==> config.mk <==
export PLATFORM = sky130hd
export DESIGN_NAME = alu_mul_ctrl
export DESIGN_NICKNAME = d
export VERILOG_FILES = /design/src/rtl/alu_mul_ctrl.sv
export SDC_FILE = /design/constraint.sdc
export NUM_CORES = 1
export LEC_CHECK = 0
export CAP_MARGIN = 0
export CORE_MARGIN = 2
export CORE_UTILIZATION = 54
export DETAILED_ROUTE_END_ITERATION = 7
export DONT_BUFFER_PORTS = 1
export HOLD_SLACK_MARGIN = 0.15
export PLACE_DENSITY = 0.69
export RECOVER_POWER = 100
export SETUP_SLACK_MARGIN = 0.05
export SYNTH_ARGS = -nofsm -noshare
export SYNTH_HDL_FRONTEND = slang
export SYNTH_SLANG_ARGS = --single-unit
==> constraint.sdc <==
create_clock -name clk_i -period 8.2 [get_ports clk_i]
set_input_delay 1.23 -clock clk_i [delete_from_list [all_inputs] [get_ports clk_i]]
set_output_delay 1.23 -clock clk_i [all_outputs]
set_load 0.01 [all_outputs]
==> src/rtl/alu_mul_ctrl.sv <==
// alu_mul_ctrl: EX-stage ALU control decoder with an attached shift-add
// multiplier sequencer. The decoder maps ALUOp/funct to the 4-bit ALU
// operation code and flags undefined encodings. R-format mult runs as a
// WIDTH-cycle iterative multiply. Its result goes to the HI/LO registers
// and is reported with a busy/done handshake to the hazard unit.
//
// Build option: define ALU_MUL_MULTU_EN to decode funct 011001 (multu) as
// an unsigned multiply. Without it, multu is reported as illegal.
module alu_mul_ctrl #(
  parameter int WIDTH = 32
) (
  input  logic                    clk_i,
  input  logic                    rst_i,
  input  logic                    valid_i,
  input  logic                    flush_i,
  input  logic [2:0]              ALUOp_i,
  input  logic [5:0]              funct_i,
  input  logic signed [WIDTH-1:0] src1_i,
  input  logic signed [WIDTH-1:0] src2_i,
  output logic [3:0]              ALUCtrl_o,
  output logic                    illegal_o,
  output logic                    mul_busy_o,
  output logic                    mul_done_o,
  output logic [WIDTH-1:0]        hi_o,
  output logic [WIDTH-1:0]        lo_o
);

  localparam int PROD_W = 2 * WIDTH;
  localparam int CNT_W  = (WIDTH > 1) ? $clog2(WIDTH) : 1;

  typedef enum logic [1:0] {
    IDLE = 2'd0,
    RUN  = 2'd1,
    DONE = 2'd2
  } state_t;

  state_t              state;
  state_t              state_nxt;

  logic                undefined;
  logic                is_mul;
  logic                mul_signed;
  logic                start;
  logic                last;

  logic [CNT_W-1:0]    cnt;
  logic [PROD_W-1:0]   acc;
  logic [PROD_W-1:0]   acc_nxt;
  logic [PROD_W-1:0]   mcand;
  logic [WIDTH-1:0]    mplier;
  logic                sign;

  // Unsigned magnitude of an operand. The most negative value negates to
  // itself, and that bit pattern read as unsigned is exactly 2^(WIDTH-1).
  function automatic logic [WIDTH-1:0] magnitude(
    input logic signed [WIDTH-1:0] v,
    input logic                    as_signed
  );
    logic [WIDTH-1:0] neg_v;
    neg_v = -v;
    if (as_signed && v[WIDTH-1]) begin
      return neg_v;
    end
    return v;
  endfunction

  // Restore the product sign. The result is taken modulo 2^(2*WIDTH).
  function automatic logic [PROD_W-1:0] apply_sign(
    input logic [PROD_W-1:0] a,
    input logic              neg
  );
    return neg ? -a : a;
  endfunction

  // Decode ALUOp/funct into the ALU operation code and the multiply request.
  always_comb begin
    ALUCtrl_o  = 4'b1111;
    undefined  = 1'b1;
    is_mul     = 1'b0;
    mul_signed = 1'b0;
    case (ALUOp_i)
      3'b000: begin ALUCtrl_o = 4'b0010; undefined = 1'b0; end
      3'b001: begin ALUCtrl_o = 4'b0110; undefined = 1'b0; end
      3'b010: begin ALUCtrl_o = 4'b0111; undefined = 1'b0; end
      3'b100: begin
        case (funct_i)
          6'b100000: begin ALUCtrl_o = 4'b0010; undefined = 1'b0; end
          6'b100010: begin ALUCtrl_o = 4'b0110; undefined = 1'b0; end
          6'b100100: begin ALUCtrl_o = 4'b0000; undefined = 1'b0; end
          6'b100101: begin ALUCtrl_o = 4'b0001; undefined = 1'b0; end
          6'b101010: begin ALUCtrl_o = 4'b0111; undefined = 1'b0; end
          6'b011000: begin
            ALUCtrl_o  = 4'b0011;
            undefined  = 1'b0;
            is_mul     = 1'b1;
            mul_signed = 1'b1;
          end
`ifdef ALU_MUL_MULTU_EN
          6'b011001: begin
            ALUCtrl_o  = 4'b0011;
            undefined  = 1'b0;
            is_mul     = 1'b1;
            mul_signed = 1'b0;
          end
`endif
          default: ;
        endcase
      end
      default: ;
    endcase
  end

  assign illegal_o = valid_i & undefined;

  // Start is only accepted when no multiply is running. A flush overrides
  // any start request in the same cycle.
  assign start = valid_i & is_mul & ~flush_i & ((state == IDLE) || (state == DONE));
  assign last  = (cnt == CNT_W'(WIDTH - 1));

  // One shift-add step: add the shifted multiplicand when multiplier bit 0 is set.
  assign acc_nxt = acc + (mplier[0] ? mcand : '0);

  // State register.
  always_ff @(posedge clk_i or posedge rst_i) begin
    if (rst_i) begin
      state <= IDLE;
    end else begin
      state <= state_nxt;
    end
  end

  // Next-state logic.
  always_comb begin
    state_nxt = state;
    case (state)
      IDLE: begin
        if (start) begin
          state_nxt = RUN;
        end
      end
      RUN: begin
        if (flush_i) begin
          state_nxt = IDLE;
        end else if (last) begin
          state_nxt = DONE;
        end
      end
      DONE: begin
        state_nxt = start ? RUN : IDLE;
      end
      default: state_nxt = IDLE;
    endcase
  end

  // Accumulator, iteration counter and HI/LO result registers. HI/LO are
  // written on entry to DONE, using the accumulator value from the final step.
  always_ff @(posedge clk_i or posedge rst_i) begin
    if (rst_i) begin
      acc  <= '0;
      cnt  <= '0;
      hi_o <= '0;
      lo_o <= '0;
    end else if (start) begin
      acc <= '0;
      cnt <= '0;
    end else if ((state == RUN) && !flush_i) begin
      acc <= acc_nxt;
      cnt <= cnt + 1'b1;
      if (last) begin
        {hi_o, lo_o} <= apply_sign(acc_nxt, sign);
      end
    end
  end

  // Operand shift registers. They are loaded at start and shifted each RUN
  // cycle. They need no reset because the accumulator is cleared before use.
  always_ff @(posedge clk_i) begin
    if (start) begin
      mcand  <= {{WIDTH{1'b0}}, magnitude(src1_i, mul_signed)};
      mplier <= magnitude(src2_i, mul_signed);
      sign   <= mul_signed & (src1_i[WIDTH-1] ^ src2_i[WIDTH-1]);
    end else if (state == RUN) begin
      mcand  <= mcand << 1;
      mplier <= mplier >> 1;
    end
  end

  assign mul_busy_o = (state == RUN);
  assign mul_done_o = (state == DONE);

endmodule
### Word-level counts from Yosys, hierarchy flattened

Cells that the tools add are included.

* memory bits (writable): 0
* bits of input ports: 77
* bits in latches: 0
* bits in registers: 232
* memories: 0
* ROM bits: 0

* muxes and demuxes: 29
* add/subtract/negate cells: 5
* shift operators: 0
* bitwise operators: 8
* magnitude comparators: 0
* eq/ne operators: 14
* reduce and logical (&&, ||, !) cells: 13
* div/mod/pow operators: 0
* $mul: 0

Operators by type and width (count)
* 2-to-1 mux 32 bit: 8
* 2-to-1 mux 64 bit: 4
* adder 64 bit: 1
* negator 32 bit: 2
* negator 64 bit: 1
* == test 6 bit (second input constant): 5
* case mux 4 bit (6 select lines): 1
* case mux 4 bit (4 select lines): 1
* 2-to-1 mux 5 bit: 2
* 2-to-1 mux 1 bit: 8
* == test 6 x 5 -> 1 bit (second input constant): 1
* 2-to-1 mux 2 bit: 3
* case mux 2 bit (3 select lines): 1
* OR reduction 6 bit: 1
* adder 5 x 1 -> 5 bit (second input constant): 1
* bitwise AND 1 bit: 5
* == test 5 bit (second input constant): 1
* nonzero test 2 bit: 2
* == test 3 x 1 -> 1 bit (second input constant): 1
* == test 3 x 2 -> 1 bit (second input constant): 1
* == test 3 bit (second input constant): 1
* logical AND 1 bit: 3
* zero test 3 bit: 1
* != test 3 x 2 -> 1 bit (second input constant): 1
* 12 further kinds: 13

### Depth between registers and ports, before layout

* depth after elaboration: 9
* depth in mapped cells: 18

### Least setup slack after synthesis

Ideal clock, no wire load.

* path type: input port to flip-flop
* start point: in funct_i[4]
* end point: reg mcand[0] (enable)
* slack: 3.460 ns
* cell stages on the path: 8
* data required time: 7.776 ns
* setup time: 0.424 ns
* buffers on the path: 3
* arrival time: 4.316 ns
* path through: nor2b_1 nand3b_1 or4_1 or2_2 clkbuf_1 clkbuf_1 clkbuf_1 nand2_1

* longest elaborated chain between the ends: 7

RTL lines
* start: declaration: RTL line 17 `input logic [5:0] funct_i,`
* == test 6 x 5 -> 1 bit: RTL line 86 `case (funct_i)`
* 2-to-1 mux 1 bit: RTL line 86
* 2-to-1 mux 1 bit: RTL line 81 `case (ALUOp_i)`
* bitwise AND 1 bit (3 in series): RTL line 117 `assign start = valid_i & is_mul & ~flush_i & ((state == IDLE) || (state == DONE));`
* nonzero test 2 bit (no line)
* end signal: assignment: RTL line 179 `mcand <= {{WIDTH{1'b0}}, magnitude(src1_i, mul_signed)};`
* end signal: assignment: RTL line 183 `mcand <= mcand << 1;`
* end: declaration: RTL line 49 `logic [PROD_W-1:0] mcand;`

Every way passes these cells.
A chain may end at the register's enable or synchronous reset.

### Worst setup path in the final report

* start point: reg mplier[0]
* end point: reg hi_o[30]

* longest elaborated chain between the ends: 4

RTL lines
* start: declaration: RTL line 50 `logic [WIDTH-1:0] mplier;`
* start signal: assignment: RTL line 180 `mplier <= magnitude(src2_i, mul_signed);`
* start signal: assignment: RTL line 184 `mplier <= mplier >> 1;`
* 2-to-1 mux 64 bit *: RTL line 121 `assign acc_nxt = acc + (mplier[0] ? mcand : '0);`
* adder 64 bit *: RTL line 121
* negator 64 bit: RTL line 72 `return neg ? -a : a;`
* 2-to-1 mux 64 bit *: RTL line 72
* end signal: assignment: RTL line 170 `{hi_o, lo_o} <= apply_sign(acc_nxt, sign);`
* end: declaration: RTL line 24 `output logic [WIDTH-1:0] hi_o,`

Mark *: on every way between the ends. The rest lies on a longest branch, timed or not.

==> run metrics <==
Setup crit start kind flop; Layout Skew 23.7 ps; Syn Area/Cell 7.97 um2; Ys Warns 0; max-slew violations 335; dpl hpwl 40700 um; Post-synth EDFFs 65; r2r startpoint mplier[0]$_DFFE_PP_; routed wire length 52600 um; Crit Path Category reg -> reg; Power Density 140 mW/mm2; final setup violation count 0; worst vdd rail ir drop 127 uV; Port Buffer Count 0; Pwr Total 2550 uW; status finished, violations left; fin crit period 6040 ps; layout cell share with drive strength beyond 1 0.0467; CTS tree yes; Final nets 2248; worst reg2reg path endpoint hi_o[30]$_DFFE_PP0P_; area added between synthesis and finish 4.89%; hold_sp mcand[63]$_SDFFE_PP0P_; number of fill cells in the layout 2953; area of the die 0.0337 mm2; worst-path cell chain buf_4, and2_0, ha_1, inv_1, fa_1, nand2b_1, a21oi_1, o21ai_0, o31ai_1, xor2_1, or4_1, nor4_1, nand4_4, nor3_1, mux2i_1, nand2_1; global route overflow 0; final instance area 0.0183 mm2; failing checks capacitance limit, slew limit; Routed Antenna Nets 0; final worst-path cycle share 0.737; Worst Path Required 8620 ps; crit path max fanout 64; unrepaired setup endpoints after global routing false; DR pass1 iterations 6; Starting DRT DRC Count 1496; IO Count 148; vias in the first global route 15000; final hold vios 0; Fmax 165 MHz; top_reg_cell synth dfrtp_1; post-CTS setup buffer count 0; Post-DP Area 0.0176 mm2; die width 184 um; Arr. time, crit path 6460 ps; Gates resized, CTS repair 0; Worst Hold Depth 2; WL per Instance 20.8 um; number of cells on the worst reg-to-reg path 16; Util after Layout 0.577; setup total negative slack 0 ps; Cell Area, Synth 0.0174 mm2; H-tree depth 1; Min-Delay Endpoint mcand[63]$_SDFFE_PP0P_; synth unique cells 94; max cap viols 6; initial antenna violation count 1; CP max-delay cell nor4_1; Initial Util 0.551; worst setup margin 2160 ps; dpl ws 2940 ps; CP Capture Type flop; Yosys top cell area share 0.194; Yosys reg bits 232; maximum root-to-sink buffer count 3; Seq/Total Area, Yosys 0.343; vias per cell 6.37; gpl congestion 1.09; DRC errors left 0; Hold Buf Count CTS 0; CTS Root Cell clkbuf_16; relative slew slack -1.30; row count 65; vias post-DR 16100; Mapped Nets 2332; cells after synthesis 2186; ant diodes 0; fraction of registers with async set/reset 0.582; Sink Count 232; post-synth top area cell dfrtp_1; worst-skew pair later-pin latency 550 ps; Core Region 0.0316 mm2; die height 184 um; top cells by area, synth dfrtp_1 19%, edfxtp_1 11%, nand2_1 8.8%; Worst Tran Pin Value 3450 ps; global-route wire length before repair 83200 um; number of CTS-inserted buffers 26; largest net degree at the start of global routing 129; Largest stage delay, worst path 1120 ps; reg2reg setup slack 2160 ps; P_leak 0.00763 uW; clock transition at the registers of the reported paths 60 ps; gr usage total 0.313; Hold WC Path Type reg -> reg
[cells in the mapped netlist, drive strengths merged, types with 10 or more instances]
library cell / number
nand2: 410
o21ai: 252
a21oi: 145
dfrtp: 135
nor2: 132
clkbuf: 97
nand3: 95
xor2: 86
and2: 77
ha: 68
xnor2: 68
edfxtp: 65
nand4: 47
nor3: 45
o31ai: 34
dfxtp: 32
inv: 31
buf: 30
a21o: 26
o41ai: 23
nor4: 22
o211ai: 22
nand2b: 17
or3: 16
a211oi: 15
or2: 15
mux2i: 13
a31oi: 11
o21a: 11
or4: 11
o21bai: 10
[stage by stage]
stage               cells  hold slack [ps]
floorplan            2186              436
global placement     2476              444
detailed placement   2476              454
CTS                  2524              462
global route         2524              482
finish               2524              462
[report_power, final]
group	switching (uW)	internal, uW	leakage [uW]
logic	133	70.6	0.00449
registers	14.4	1200	0.00274
clock network	478	658	0.000400
total	625	1930	0.00763
[critical path: cells and delay by family, from the launching register on]
family	cells	cell delay, ps
flops	1	320
mux	1	250
fa+ha+maj	2	610
xor+xnor	1	200
simple gates	7	2970
buf+inv	2	510
compound gates	3	1050
[layout make-up]
cell class | count | area [um2] | share of cell area
multi-input combinational | 1795 | 10800 | 0.589
sequential | 232 | 5970 | 0.327
clock buffer | 41 | 748 | 0.0410
tap | 402 | 503 | 0.0275
inverter | 32 | 121 | 0.00664
timing repair buffer | 15 | 90.1 | 0.00493
clock inverter | 7 | 67.6 | 0.00370
[sequential cells by signal, summed over array words and instances, names as in the netlist]
signal	cells
acc	64
cnt	5
hi_o	32
lo_o	32
mcand	64
mplier	32
sign	1
state	2
[cell usage in the layout, fill, tap and decap left out, types with 7 or more instances in the layout]
master / instances
a211oi_1: 9
a21o_1: 26
a21oi_1: 141
a221oi_1: 7
a31oi_1: 10
and2_1: 75
and3_1: 7
buf_4: 9
clkbuf_1: 18
clkbuf_16: 27
dfrtp_1: 135
dfxtp_1: 32
edfxtp_1: 65
ha_1: 68
inv_1: 30
mux2i_1: 13
nand2_1: 409
nand2b_1: 16
nand3_1: 95
nand4_1: 45
nor2_1: 130
nor2b_1: 9
nor3_1: 45
nor4_1: 21
o211ai_1: 20
o21a_1: 11
o21ai_0: 234
o21ai_1: 17
o21bai_1: 10
o31ai_1: 32
o41ai_1: 23
or2_2: 10
or3_1: 16
or4_1: 11
xnor2_1: 68
xor2_1: 86
[logic make-up after synthesis]
family                     count (synthesis)  synth area share
and+or+nand+nor                          927             0.255
muxes                                     17            0.0101
adders and majority gates                 69            0.0500
DFF                                      232             0.343
xor gates and xnor gates                 154            0.0774
buffers and inverters                    159            0.0364
AOI/OAI and AO/OA                        628             0.229
[how the worst max path moves through the flow]
stage	endpoint	startpoint	depth (start not counted)	slack, ps
finish	hi_o[30]$_DFFE_PP0P_	mplier[0]$_DFFE_PP_	16	2160
floorplan	acc[0]$_DFFE_PP0P_	rst_i	1	3360
global route	hi_o[14]$_DFFE_PP0P_	mplier[0]$_DFFE_PP_	16	1670
detailed placement	hi_o[22]$_DFFE_PP0P_	mplier[0]$_DFFE_PP_	16	2940
CTS	hi_o[26]$_DFFE_PP0P_	mplier[0]$_DFFE_PP_	14	2920
global placement	hi_o[26]$_DFFE_PP0P_	mplier[0]$_DFFE_PP_	14	2930
[routing by layer]
metal / up-vias / global-route usage / share of wire
li1: 7719 / - / -
met1: 7605 / 0.484 / 0.48
met2: 676 / 0.449 / 0.40
met3: 68 / 0.0592 / 0.10
met4: 0 / 0.0682 / 0.019
met5: - / 0 / 0
No activity file was read; power rests on OpenSTA's default activity.
